`src/rtl/pc_gen_pkg.sv`:
```
// Shared definitions for the program-counter slice: word type, reset and
// alignment constants, and the next-PC source selector.
package pc_gen_pkg;

    localparam int XLEN_DEFAULT      = 32;
    localparam int RAS_DEPTH_DEFAULT = 4;

    typedef logic [XLEN_DEFAULT-1:0] word_t;

    localparam word_t BOOT_ADDRESS_DEFAULT = 32'h0000_0000;

    localparam int IALIGN_32 = 32;
    localparam int IALIGN_16 = 16;

    // Source of the next PC, listed from lowest to highest priority.
    typedef enum logic [1:0] {
        PC_SEQ,
        PC_JUMP,
        PC_JALR,
        PC_TRAP
    } pc_sel_e;

    // Sequential step in bytes for a given instruction alignment in bits.
    function automatic int step_bytes(input int ialign);
        return ialign / 8;
    endfunction

    // Priority encode the redirect requests: trap > jalr > jump > sequential.
    function automatic pc_sel_e select_pc(input logic trap, input logic jalr, input logic jump);
        if (trap)      return PC_TRAP;
        else if (jalr) return PC_JALR;
        else if (jump) return PC_JUMP;
        else           return PC_SEQ;
    endfunction

endpackage

```
`src/rtl/pc_gen_if.sv`:
```
// Execute-stage to PC-generator bundle: redirect requests in, PC state and
// return prediction out.
interface pc_gen_if
    import pc_gen_pkg::*;
#(
    parameter int XLEN = XLEN_DEFAULT
) ();

    logic            advance;
    logic            jump;
    logic            jalr;
    logic            trap;
    logic [XLEN-1:0] offset;
    logic [XLEN-1:0] trap_vector;
    logic            is_call;
    logic            is_return;

    logic [XLEN-1:0] instruction_addr;
    logic [XLEN-1:0] ia_plus_step;
    logic            misaligned;
    logic [XLEN-1:0] ras_top;
    logic            ras_empty;

    // Execute stage side.
    modport master (
        output advance, jump, jalr, trap, offset, trap_vector, is_call, is_return,
        input  instruction_addr, ia_plus_step, misaligned, ras_top, ras_empty
    );

    // PC generator side.
    modport slave (
        input  advance, jump, jalr, trap, offset, trap_vector, is_call, is_return,
        output instruction_addr, ia_plus_step, misaligned, ras_top, ras_empty
    );

endinterface

```
`src/rtl/pc_gen_return_stack.sv`:
```
// Circular return-address stack. Push overwrites the oldest entry when full,
// pop on empty is ignored, push+pop replaces the top, flush only drops the
// count so stale entries stay behind.
module return_stack #(
    parameter int XLEN  = 32,
    parameter int DEPTH = 4
) (
    input  logic            clock,
    input  logic            reset,
    input  logic            push,
    input  logic            pop,
    input  logic            flush,
    input  logic [XLEN-1:0] push_data,
    output logic [XLEN-1:0] top,
    output logic            empty
);

    localparam int PW = $clog2(DEPTH);
    localparam int CW = $clog2(DEPTH + 1);

    logic [XLEN-1:0] entries [DEPTH];
    logic [PW-1:0]   ptr_q;
    logic [CW-1:0]   count_q;

    logic          do_push;
    logic          do_swap;
    logic          do_pop;
    logic          wr_en;
    logic [PW-1:0] wr_idx;

    // Decode the requested operation against the current occupancy.
    // NOTE: every signal gets a value on every path so no latch is inferred.
    always_comb begin
        do_push = 1'b0;
        do_swap = 1'b0;
        do_pop  = 1'b0;
        if (!reset && !flush) begin
            do_push = push && (!pop || count_q == '0);
            do_swap = push && pop && count_q != '0;
            do_pop  = pop && !push && count_q != '0;
        end
        wr_en  = do_push || do_swap;
        wr_idx = do_swap ? ptr_q : ptr_q + 1'b1;
    end

    // Pointer and occupancy count.
    // NOTE: sequential state uses non-blocking assignments so every register samples pre-edge values.
    always_ff @(posedge clock) begin
        if (reset) begin
            ptr_q   <= '0;
            count_q <= '0;
        end else if (flush) begin
            count_q <= '0;
        end else if (do_push) begin
            ptr_q <= ptr_q + 1'b1;
            if (count_q != CW'(DEPTH)) count_q <= count_q + 1'b1;
        end else if (do_pop) begin
            ptr_q   <= ptr_q - 1'b1;
            count_q <= count_q - 1'b1;
        end
    end

    // Entry storage.
    // NOTE: the array is deliberately not reset; count gates every read, so it can map to plain RAM.
    always_ff @(posedge clock) begin
        if (wr_en) entries[wr_idx] <= push_data;
    end

    assign top   = (count_q != '0) ? entries[ptr_q] : '0;
    assign empty = (count_q == '0);

endmodule

```
`src/rtl/pc_gen.sv`:
```
// Program counter for the fetch/execute boundary: next-PC selection, target
// alignment check, registered link address and return-address prediction.
module pc_gen
    import pc_gen_pkg::*;
#(
    parameter int              XLEN         = XLEN_DEFAULT,
    parameter logic [XLEN-1:0] BOOT_ADDRESS = XLEN'(BOOT_ADDRESS_DEFAULT),
    parameter int              IALIGN       = IALIGN_32,
    parameter int              RAS_DEPTH    = RAS_DEPTH_DEFAULT
) (
    input logic     clock,
    input logic     reset,
    pc_gen_if.slave bus
);

    localparam logic [XLEN-1:0] STEP = XLEN'(step_bytes(IALIGN));

    logic [XLEN-1:0] pc_q;
    logic [XLEN-1:0] link_q;
    logic            misaligned_q;

    pc_sel_e         sel;
    logic [XLEN-1:0] seq_pc;
    logic [XLEN-1:0] next_pc;
    logic            is_redirect;
    logic            target_bad;
    logic            accept;
    logic            ras_push;
    logic            ras_pop;
    logic            ras_flush;

    // Next-PC mux, alignment check and RAS operation decode.
    always_comb begin
        sel     = select_pc(bus.trap, bus.jalr, bus.jump);
        seq_pc  = pc_q + STEP;
        next_pc = seq_pc;
        case (sel)
            PC_TRAP: next_pc = bus.trap_vector;
            PC_JALR: next_pc = {bus.offset[XLEN-1:1], 1'b0};
            PC_JUMP: next_pc = pc_q + bus.offset;
            default: next_pc = seq_pc;
        endcase
        is_redirect = (sel == PC_JUMP) || (sel == PC_JALR);
        // 16-bit alignment is always met since jalr clears bit 0 and jump offsets are even.
        target_bad  = is_redirect && (IALIGN == IALIGN_32) && next_pc[1];
        accept      = bus.advance && !target_bad;
        ras_push    = accept && is_redirect && bus.is_call;
        ras_pop     = accept && (sel == PC_JALR) && bus.is_return;
        ras_flush   = accept && (sel == PC_TRAP);
    end

    // PC, link address and one-cycle fault pulse.
    always_ff @(posedge clock) begin
        if (reset) begin
            pc_q         <= BOOT_ADDRESS;
            link_q       <= BOOT_ADDRESS + STEP;
            misaligned_q <= 1'b0;
        end else begin
            misaligned_q <= bus.advance && target_bad;
            if (accept) begin
                pc_q   <= next_pc;
                link_q <= seq_pc;
            end
        end
    end

    return_stack #(
        .XLEN  (XLEN),
        .DEPTH (RAS_DEPTH)
    ) u_ras (
        .clock     (clock),
        .reset     (reset),
        .push      (ras_push),
        .pop       (ras_pop),
        .flush     (ras_flush),
        .push_data (seq_pc),
        .top       (bus.ras_top),
        .empty     (bus.ras_empty)
    );

    assign bus.instruction_addr = pc_q;
    assign bus.ia_plus_step     = link_q;
    assign bus.misaligned       = misaligned_q;

    // Trap targets are never subject to the alignment check.
    assert property (@(posedge clock) disable iff (reset) (sel == PC_TRAP) |-> !target_bad);

    // A rejected target leaves the PC where it was.
    assert property (@(posedge clock) disable iff (reset)
                     (bus.advance && target_bad) |=> (pc_q == $past(pc_q)));

endmodule

```
`src/flat_wrapper.sv`:
```
// flat-port wrapper written by rule: the top's interface ports become plain ports
module pc_gen_flat import pc_gen_pkg::*;
#(
    parameter int              XLEN         = XLEN_DEFAULT,
    parameter logic [XLEN-1:0] BOOT_ADDRESS = XLEN'(BOOT_ADDRESS_DEFAULT),
    parameter int              IALIGN       = IALIGN_32,
    parameter int              RAS_DEPTH    = RAS_DEPTH_DEFAULT
)
  (clock, reset, bus_advance, bus_jump, bus_jalr, bus_trap, bus_offset, bus_trap_vector, bus_is_call, bus_is_return, bus_instruction_addr, bus_ia_plus_step, bus_misaligned, bus_ras_top, bus_ras_empty);
  pc_gen_if #(.XLEN(XLEN)) bus_i ();
  input logic clock;
  input logic reset;
  input wire logic [$bits(bus_i.advance)-1:0] bus_advance;
  input wire logic [$bits(bus_i.jump)-1:0] bus_jump;
  input wire logic [$bits(bus_i.jalr)-1:0] bus_jalr;
  input wire logic [$bits(bus_i.trap)-1:0] bus_trap;
  input wire logic [$bits(bus_i.offset)-1:0] bus_offset;
  input wire logic [$bits(bus_i.trap_vector)-1:0] bus_trap_vector;
  input wire logic [$bits(bus_i.is_call)-1:0] bus_is_call;
  input wire logic [$bits(bus_i.is_return)-1:0] bus_is_return;
  output wire logic [$bits(bus_i.instruction_addr)-1:0] bus_instruction_addr;
  output wire logic [$bits(bus_i.ia_plus_step)-1:0] bus_ia_plus_step;
  output wire logic [$bits(bus_i.misaligned)-1:0] bus_misaligned;
  output wire logic [$bits(bus_i.ras_top)-1:0] bus_ras_top;
  output wire logic [$bits(bus_i.ras_empty)-1:0] bus_ras_empty;
  assign bus_i.advance = bus_advance;
  assign bus_i.jump = bus_jump;
  assign bus_i.jalr = bus_jalr;
  assign bus_i.trap = bus_trap;
  assign bus_i.offset = bus_offset;
  assign bus_i.trap_vector = bus_trap_vector;
  assign bus_i.is_call = bus_is_call;
  assign bus_i.is_return = bus_is_return;
  assign bus_instruction_addr = bus_i.instruction_addr;
  assign bus_ia_plus_step = bus_i.ia_plus_step;
  assign bus_misaligned = bus_i.misaligned;
  assign bus_ras_top = bus_i.ras_top;
  assign bus_ras_empty = bus_i.ras_empty;
  pc_gen #(.XLEN(XLEN), .BOOT_ADDRESS(BOOT_ADDRESS), .IALIGN(IALIGN), .RAS_DEPTH(RAS_DEPTH)) u_core (.clock(clock), .reset(reset), .bus(bus_i));
endmodule
```
`config.mk`:
```
export PLATFORM = sky130hd
export DESIGN_NAME = pc_gen_flat
export DESIGN_NICKNAME = d
export VERILOG_FILES = /design/src/rtl/pc_gen_pkg.sv /design/src/rtl/pc_gen_if.sv /design/src/rtl/pc_gen_return_stack.sv /design/src/rtl/pc_gen.sv /design/src/flat_wrapper.sv
export SDC_FILE = /design/constraint.sdc
export NUM_CORES = 1
export LEC_CHECK = 0
export ABC_CLOCK_PERIOD_IN_PS = 6600
export BUFFER_PORTS_ARGS = -buffer_cell sky130_fd_sc_hd__buf_2
export CORE_MARGIN = 2
export CORE_UTILIZATION = 57
export CTS_CLUSTER_DIAMETER = 200
export DETAILED_ROUTE_END_ITERATION = 10
export GPL_ROUTABILITY_DRIVEN = 0
export PLACE_DENSITY = 0.81
export SYNTH_ARGS = -nofsm -noshare
export SYNTH_HDL_FRONTEND = slang
export SYNTH_SLANG_ARGS = --single-unit
export TNS_END_PERCENT = 50
```
`constraint.sdc`:
```
create_clock -name clock -period 6.6 [get_ports clock]
set_input_delay 1.65 -clock clock [delete_from_list [all_inputs] [get_ports clock]]
set_output_delay 1.65 -clock clock [all_outputs]
set_load 0.005 [all_outputs]
```
==> results of run 1 <==
==> worst reg2reg max path: cells and delay by family, from the launching register on <==
family          cells  cell delay, ns
compound gates      6            1.51
fa+ha+maj           2            0.69
buf+inv             1            0.53
flops               1            0.58
simple gates        2            0.70
==> final timing paths <==
check / endpoint / cells after the start / from
worst max-delay path: u_core.bus.instruction_addr[14] / 14 / bus_trap
worst min-delay path: u_core.bus.ia_plus_step[3] / 2 / u_core.bus.ia_plus_step[3]
worst max register to register: u_core.bus.instruction_addr[14] / 11 / u_core.bus.instruction_addr[0]
worst min register to register: u_core.bus.ia_plus_step[3] / 2 / u_core.bus.ia_plus_step[3]
==> metal layers <==
metal / routed length, um / track usage (%) / vias to the layer above / share of wire [%]
li1: - / - / 3819 / -
met1: 11000 / 39.8 / 3920 / 40
met2: 13100 / 45.8 / 474 / 48
met3: 2540 / 5.01 / 49 / 9.3
met4: 628 / 7.57 / 0 / 2.3
met5: 0 / 0 / - / 0
==> power by group through the flow <==
stage | logic [mW] | registers, mW | clock network [mW]
floorplan | 0.341 | 1.45 | 0
global placement | 0.502 | 1.47 | 0
detailed placement | 0.513 | 1.47 | 0
CTS | 0.516 | 1.44 | 1.08
global route | 0.574 | 1.45 | 1.13
finish | 0.524 | 1.44 | 1.07
==> cells in the mapped netlist (7+ instances only) <==
master,number,area share [%]
edfxtp_1,128,37
a21oi_1,80,3.9
nor2_1,80,2.9
dfxtp_1,72,14
nand2_1,62,2.3
clkbuf_1,43,1.6
ha_1,36,4.4
nor2b_1,36,2.2
nor3_1,34,1.6
mux4_2,32,7.0
xnor2_1,31,2.6
o21ai_0,29,1.4
inv_1,27,0.98
xor2_1,26,2.2
a211oi_1,20,1.5
a21o_1,19,1.4
a221oi_1,18,1.5
nand3_1,18,0.87
a221o_1,15,1.5
and3_1,12,0.73
nand4_1,10,0.61
o22ai_1,10,0.61
a31oi_1,8,0.48
or3_1,7,0.42
==> flip-flops by register name, summed over array words and instances (netlist names), named ones only <==
signal / cells
u_core.bus.instruction_addr: 32
u_core.u_ras.count_q: 3
u_core.bus.misaligned: 1
u_core.u_ras.entries: 128
u_core.bus.ia_plus_step: 32
u_core.u_ras.ptr_q: 2
==> per-stage QoR <==
| stage | util [%] | total power [mW] | hold WS, ns | cell area, um^2 |
|---|---|---|---|---|
| after floorplan | - | 1.79 | 0.453 | 10300 |
| after detailed placement | 63.7 | 1.98 | 0.445 | 11400 |
| after global routing | 67.1 | 3.15 | 0.492 | 12000 |
| after global placement | 63.7 | 1.97 | 0.444 | 11400 |
| after CTS | 67.1 | 3.03 | 0.455 | 12000 |
| final | 67.1 | 3.03 | 0.451 | 12000 |
==> cells in the final DEF, fill, tap and decap left out, drive strengths merged, types with 12 or more instances in the layout <==
cell type / netlist / layout
a21o: 19 / 19
a221oi: 18 / 18
nand3: 18 / 18
clkbuf: 43 / 19
xor2: 26 / 26
dfxtp: 72 / 72
o21ai: 29 / 29
edfxtp: 128 / 128
a21oi: 80 / 80
and3: 12 / 12
nor3: 34 / 34
a211oi: 20 / 20
nor2: 81 / 81
nor2b: 36 / 36
nand2: 62 / 62
mux4: 32 / 32
a221o: 15 / 15
inv: 27 / 30
buf: 8 / 181
ha: 36 / 36
xnor2: 31 / 31
==> kinds of logic (layout without fill, tap and decap cells) <==
logic type	count (synthesis)	count (layout)	synth area share, %
AO/OA/AOI/OAI	238	238	15.6
XOR/XNOR	57	57	4.84
adder cells (fa/ha/maj)	38	38	4.75
buffers and inverters	79	241	3.03
flip-flops	200	200	51.2
multiplexers	34	34	7.17
AND/OR/NAND/NOR	282	282	13.5
==> area by class of cell <==
cell class                 instances  area share, %
clock inverter                    13           1.42
sequential                       200           44.2
tap                              229           2.39
multi-input combinational        649           39.7
inverter                          28          0.878
timing repair buffer             181           7.82
clock buffer                      19           3.62
==> impl_metrics.tcl, run 1 <==
set metrics [dict create \
    root_buffer "clkbuf_16" \
    drive_gt1_share_pct 24.2 \
    synth_edf_count 128 \
    drv_slew 0 \
    antenna_left 0 \
    cp-start-kind "input pin" \
    r2r_setup_slack_ns 2.44 \
    syn-cell-area_um2 10300 \
    dp_cells 1287 \
    ys_ff_latch 200 \
    holdBufCountCts 0 \
    ios 170 \
    grt_pass1_wl_mm 42.3 \
    power-per-cell-area_nw_per_um2 253 \
    std_cell_rows 49 \
    grt_overflow 0 \
    critPathMaxStageDelay_ns 0.62 \
    cts_max_level 4 \
    hold_path.class "reg -> reg" \
    seq_area_um2 5290 \
    drc_errors 0 \
    p_comb_share_pct 17.3 \
    dr.pass1.iters 7 \
    grtUsageTotal_pct 28.3 \
    avgSynthCellArea_um2 11.1 \
    p_clk_share_pct 35.2 \
    path_cells "buf_2, a21oi_1, inv_1, ha_1, buf_4, a222oi_1, nand2_1, o21ai_0, o21a_2, buf_4, nand2_1, a221o_1, a31oi_1, a211oi_1" \
    max_cap_viol_count 0 \
    rsz0062_at_grt "no" \
    skew_ns 0.0105 \
    antenna_found_initial 0 \
    cp_data_required_time_ns 6.89 \
    synth_async_sr_flop_share_pct 0 \
    tightest_slew_ns 0.847 \
    die_width_um 139 \
    num_vias 8262 \
    cp_top_family "compound AO/OA/AOI/OAI gates" \
    place.detailed.hpwl_mm 18.9 \
    switchingPower_uw 837 \
    swShare_pct 27.6 \
    ys_seq_area_share_pct 51.2 \
    fillCellCount 1320 \
    core-area_um2 17800 \
    p_int_mw 2.20 \
    num_antenna_cells 0 \
    drtIter0Drc 904 \
    dieArea_um2 19200 \
    portBuffers 169 \
    period_needed_ns 5.30 \
    cts.sinks 200 \
    synth_cell_type_count 60 \
    status "complete, no violations" \
    dp_slack_ns 0.976 \
    vias_per_cell 6.26 \
    ir_drop_mv 0.273 \
    fin_crit_sh_pct 80.3 \
    hold_viol 0 \
    relSlewSlack_pct 43.5 \
    cts_resized 0 \
    cts_tree "done" \
    wl_per_cell_um 20.7 \
    cts_buffers 17 \
    grt_max_degree 66 \
    yosys_warnings 0 \
    crit_path_end_kind "register" \
    wl_mm 27.2 \
    nNetsFinal 1187 \
    grt_pass1_vias 7654 \
    netlist_instances 928 \
    leakagePower_nw 4.82 \
    cp_slowest_cell "nand2_1" \
    area_delta_synth_final_pct 15.9 \
    cts_setup_buffers 0 \
    max_freq_mhz 189 \
    path_class "in -> reg" \
    clock_latency_ns 0.44 \
    setup_viol 0 \
    clk_pin_slew_worst_paths_ns 0.07 \
    die_y_um 139 \
    seqPwrFrac_pct 47.5 \
    fin_setup_tns_ns 0 \
    multi_input_area_um2 4750 \
    ys.flop_type "edfxtp_1" \
    instances_no_fill 1319 \
    syn-num-nets 1038 \
    crit_buf_inv 4 \
    critPathMaxFanout 64 \
    cts_buffer_depth 2 \
    finalWorstSetupSlack_ns 1.30 \
    floorplan.initialDensity_pct 57.9 \
    worstPathArrival_ns 5.59 \
]
Note: power is estimated with default switching activity, not from simulation.
==> run 2, diff against run 1 <==
Settings changed: ABC_CLOCK_PERIOD_IN_PS 6600 to 5400.
Clock period 6.6 ns to 5.4 ns, I/O delays scaled along.
==> impl_metrics.tcl, run 2 (synthesis results as in run 1) <==
set metrics [dict create \
    drv_slew 0 \
    worstPathArrival_ns 4.83 \
    largest_register_ffs 128 \
    hold_viol 0 \
    die_y_um 139 \
    hold_path.class "reg -> reg" \
    cp-start-kind "input pin" \
    final_common_cell "buf_2" \
    setup_viol 0 \
    max_freq_mhz 220 \
    cts_buffer_depth 2 \
    dr.pass1.iters 5 \
    std_cell_rows 49 \
    num_antenna_cells 0 \
    grtUsageTotal_pct 27.9 \
    cts_resized 0 \
    core-area_um2 17800 \
    fin_crit_sh_pct 84.2 \
    cp_data_required_time_ns 5.68 \
    final_cell_mix "buf_2 (169), edfxtp_1 (128), a21oi_1 (79), nor2_1 (78), dfxtp_1 (70)" \
    drive_gt1_share_pct 24.6 \
    path_class "in -> reg" \
    cts_tree "done" \
    clock_latency_ns 0.43 \
    wl_per_cell_um 20.1 \
    cts_buffers 17 \
    ir_drop_mv 0.231 \
    num_vias 8136 \
    power-per-cell-area_nw_per_um2 306 \
    portBuffers 169 \
    fillCellCount 1341 \
    total_power_mw 3.67 \
    die_width_um 139 \
    max_cap_viol_count 0 \
    crit_path_end_kind "register" \
    status "complete, no violations" \
    skew_ns 0.0129 \
    place.detailed.hpwl_mm 18.7 \
    critPathMaxFanout 45 \
    fin_setup_tns_ns 0 \
    ios 170 \
    multi_input_area_um2 4750 \
    clk_pin_slew_worst_paths_ns 0.08 \
    wl_mm 26.6 \
    relSlewSlack_pct 45.8 \
    drc_errors 0 \
    grt_max_degree 66 \
    top_register "u_core.u_ras.entries" \
    holdBufCountCts 0 \
    period_needed_ns 4.55 \
    drtIter0Drc 729 \
    cts.sinks 200 \
    vias_per_cell 6.15 \
    cts_max_level 4 \
    postLayoutCoreUtil_pct 67.2 \
    seq_area_um2 5290 \
    root_buffer "clkbuf_16" \
    cts_setup_buffers 0 \
    tightest_slew_ns 0.813 \
    leakagePower_nw 4.84 \
    grt_overflow 0 \
    area_delta_synth_final_pct 16.1 \
    antenna_found_initial 0 \
    dieArea_um2 19200 \
    grt_pass1_vias 7753 \
    antenna_left 0 \
    rsz0062_at_grt "no" \
    nNetsFinal 1190 \
    floorplan.initialDensity_pct 57.9 \
    grt_pass1_wl_mm 41.9 \
]
==> run 2: final timing paths <==
| kind | from | cells after the start | slack [ns] | endpoint |
|---|---|---|---|---|
| setup / recovery | bus_trap | 12 | 0.85 | u_core.bus.instruction_addr[14] |
| hold / removal | u_core.bus.ia_plus_step[3] | 2 | 0.46 | u_core.bus.ia_plus_step[3] |
| setup reg to reg | u_core.bus.instruction_addr[0] | 11 | 1.34 | u_core.bus.instruction_addr[14] |
| hold reg to reg | u_core.bus.ia_plus_step[3] | 2 | 0.46 | u_core.bus.ia_plus_step[3] |
==> run 2: worst max-delay path, cell delays in order <==
cell	delay (ns)
buf_2	0.13
or2_2	0.31
inv_1	0.09
ha_1	0.17
clkinv_1	0.22
o21ai_0	0.61
o21a_2	0.25
buf_4	0.43
nand2_1	0.58
a221o_1	0.44
a31oi_1	0.18
a211oi_1	0.07
==> run 2: cell type report <==
type | instances | area share (%)
flip-flops and latches | 200 | 44.1
clock inverters | 12 | 0.918
inverters | 28 | 0.877
well taps | 229 | 2.39
multi-input cells | 649 | 39.6
repair buffers | 184 | 7.99
clock buffers | 20 | 4.08
==> run 2: power by group <==
part	internal, mW	total [mW]	switching, mW
combinational	0.260	0.634	0.374
sequential	1.69	1.76	0.0731
clock	0.708	1.27	0.562
total	2.66	3.67	1.01
==> run 2: stage by stage <==
stage	worst slack (ns)	instances	hold slack, ns	area (um^2)
after floorplan	0.144	928	0.453	10300
after global placement	0.563	1290	0.445	11400
after detailed placement	0.443	1290	0.447	11400
after CTS	0.894	1322	0.456	12000
after global routing	0.591	1322	0.474	12000
final	0.855	1322	0.458	12000
==> run 2: per-layer routing <==
metal / up-vias / GRT usage (%) / part of all wire, %
met4: 0 / 9.83 / 2.7
met5: - / 0 / 0
met1: 3820 / 39.0 / 41
met2: 433 / 44.7 / 47
li1: 3825 / - / -
met3: 58 / 4.52 / 8.9
==> run 3, diff against run 2 <==
Settings changed: ABC_CLOCK_PERIOD_IN_PS 5400 to 4300.
Clock period 5.4 ns to 4.3 ns, I/O delays scaled along.
==> impl_metrics.tcl, run 3 (synthesis results as in run 1) <==
set metrics [dict create \
    crit_top_cell "nand2_1" \
    final_cell_mix "buf_2 (169), edfxtp_1 (128), a21oi_1 (79), nor2_1 (78), dfxtp_1 (71)" \
    path_cells "buf_2, ha_1, fa_1, a222oi_1, nand2_1, o21ai_0, o21a_2, nand4b_1, nand2_1, nor2b_1, nand2_1, nor2_4" \
    die_y_um 139 \
    die_width_um 139 \
    wl_per_cell_um 20.1 \
    switchingPower_mw 1.26 \
    instances_no_fill 1333 \
    dieArea_um2 19200 \
    area_delta_synth_final_pct 17.4 \
    ios 170 \
    setup_viol 0 \
    cts_resized 0 \
    crit_path_end_kind "register" \
    largest_register_ffs 128 \
    crit_buf_inv 1 \
    hold_slack_ns 0.454 \
    root_buffer "clkbuf_16" \
    drv_slew 0 \
    worstPathArrival_ns 4.05 \
    top_register "u_core.u_ras.entries" \
    num_vias 8159 \
    leakagePower_nw 4.91 \
    cts.sinks 200 \
    drive_gt1_share_pct 25.0 \
    finalWorstSetupSlack_ns 0.296 \
    finalInstanceArea_um2 12100 \
    cts_buffers 17 \
    antenna_left 0 \
    status "complete, no violations" \
    cts_max_level 4 \
    wl_mm 26.8 \
    skew_ns 0.0128 \
    drc_errors 0 \
    fin_setup_tns_ns 0 \
    power-per-cell-area_nw_per_um2 385 \
    tightest_slew_ns 1.02 \
    clock_latency_ns 0.44 \
    cp-start-kind "input pin" \
    grt_overflow 0 \
    dr.pass1.iters 8 \
    holdBufCountCts 0 \
    grt_pass1_vias 7877 \
    floorplan.initialDensity_pct 57.9 \
    drtIter0Drc 691 \
    p_comb_share_pct 17.5 \
    critPathMaxStageDelay_ns 0.78 \
    total_power_mw 4.66 \
    grtUsageTotal_pct 28.0 \
    clk_pin_slew_worst_paths_ns 0.06 \
    core-area_um2 17800 \
    relSlewSlack_pct 31.8 \
    hold_path.class "reg -> reg" \
    hold_viol 0 \
    p_clk_share_pct 35.1 \
    cts_setup_buffers 0 \
    portBuffers 169 \
    max_freq_mhz 250 \
    num_antenna_cells 0 \
    cp_slowest_cell "nor2_4" \
    antenna_found_initial 0 \
    dp_slack_ns -0.0363 \
    swShare_pct 27.0 \
    dp_cells 1301 \
    ir_drop_mv 0.318 \
    postLayoutCoreUtil_pct 67.9 \
    period_needed_ns 4.00 \
    max_cap_viol_count 0 \
    p_int_mw 3.40 \
    nNetsFinal 1201 \
    cp_data_required_time_ns 4.35 \
    cts_tree "done" \
    place_area_um2 11500 \
    rsz0062_at_grt "no" \
    cp_top_family "simple AND/OR/NAND/NOR gates" \
    vias_per_cell 6.12 \
    fin_crit_sh_pct 93.1 \
    place.detailed.hpwl_mm 19.0 \
    path_class "in -> reg" \
    critPathMaxFanout 32 \
    seqPwrFrac_pct 47.4 \
    grt_max_degree 65 \
    cts_buffer_depth 2 \
    std_cell_rows 49 \
    grt_pass1_wl_mm 42.3 \
    final_common_cell "buf_2" \
]
[run 3: cell count changes in the layout (fill, tap and decap cells not counted), sizes merged]
cell      previous run  this run
bufinv               1         2
clkbuf              20        23
clkinv               6         3
buf                184       195
clkinvlp             2         1
[run 3: area by class of cell]
type	count	area, um^2
inverters	28	105
multi-input cells	649	4770
clock inverters	9	109
fillers	1351	5720
flip-flops and latches	200	5290
repair buffers	195	1070
well taps	229	287
clock buffers	23	500
[run 3: final timing paths]
check | start | to | slack [ns] | cells after the start
worst max-delay path | bus_offset[0] | u_core.u_ras.entries[1][14] | 0.30 | 12
worst min-delay path | u_core.bus.ia_plus_step[1] | u_core.bus.ia_plus_step[1] | 0.45 | 2
worst max register to register | u_core.bus.instruction_addr[0] | u_core.u_ras.entries[1][14] | 0.71 | 11
worst min register to register | u_core.bus.ia_plus_step[1] | u_core.bus.ia_plus_step[1] | 0.45 | 2
[run 3: worst register-to-register path, cell delays in order, from the launching register on]
cell and delay (ns):
dfxtp_1 0.32, ha_1 0.22, fa_1 0.44, a222oi_1 0.36, nand2_1 0.09, o21ai_0 0.13
o21a_2 0.21, nand4b_1 0.16, nand2_1 0.13, nor2b_1 0.20, nand2_1 0.14, nor2_4 0.78
[run 3: power by group through the flow]
| stage | Combinational, mW | Sequential, mW | Clock [mW] |
|---|---|---|---|
| after detailed placement | 0.802 | 2.25 | 0 |
| after global placement | 0.784 | 2.25 | 0 |
| final | 0.816 | 2.21 | 1.64 |
| after floorplan | 0.523 | 2.23 | 0 |
| after global routing | 0.901 | 2.22 | 1.73 |
| after CTS | 0.807 | 2.20 | 1.65 |
[run 3: metal layers]
layer  wire length (um)  vias up  GRT usage [%]
met5                  0        -              0
met4                719        0           9.29
met3               2080       56           4.45
met2              12800      361           45.9
met1              11100     3903           38.7
li1                   -     3839              -
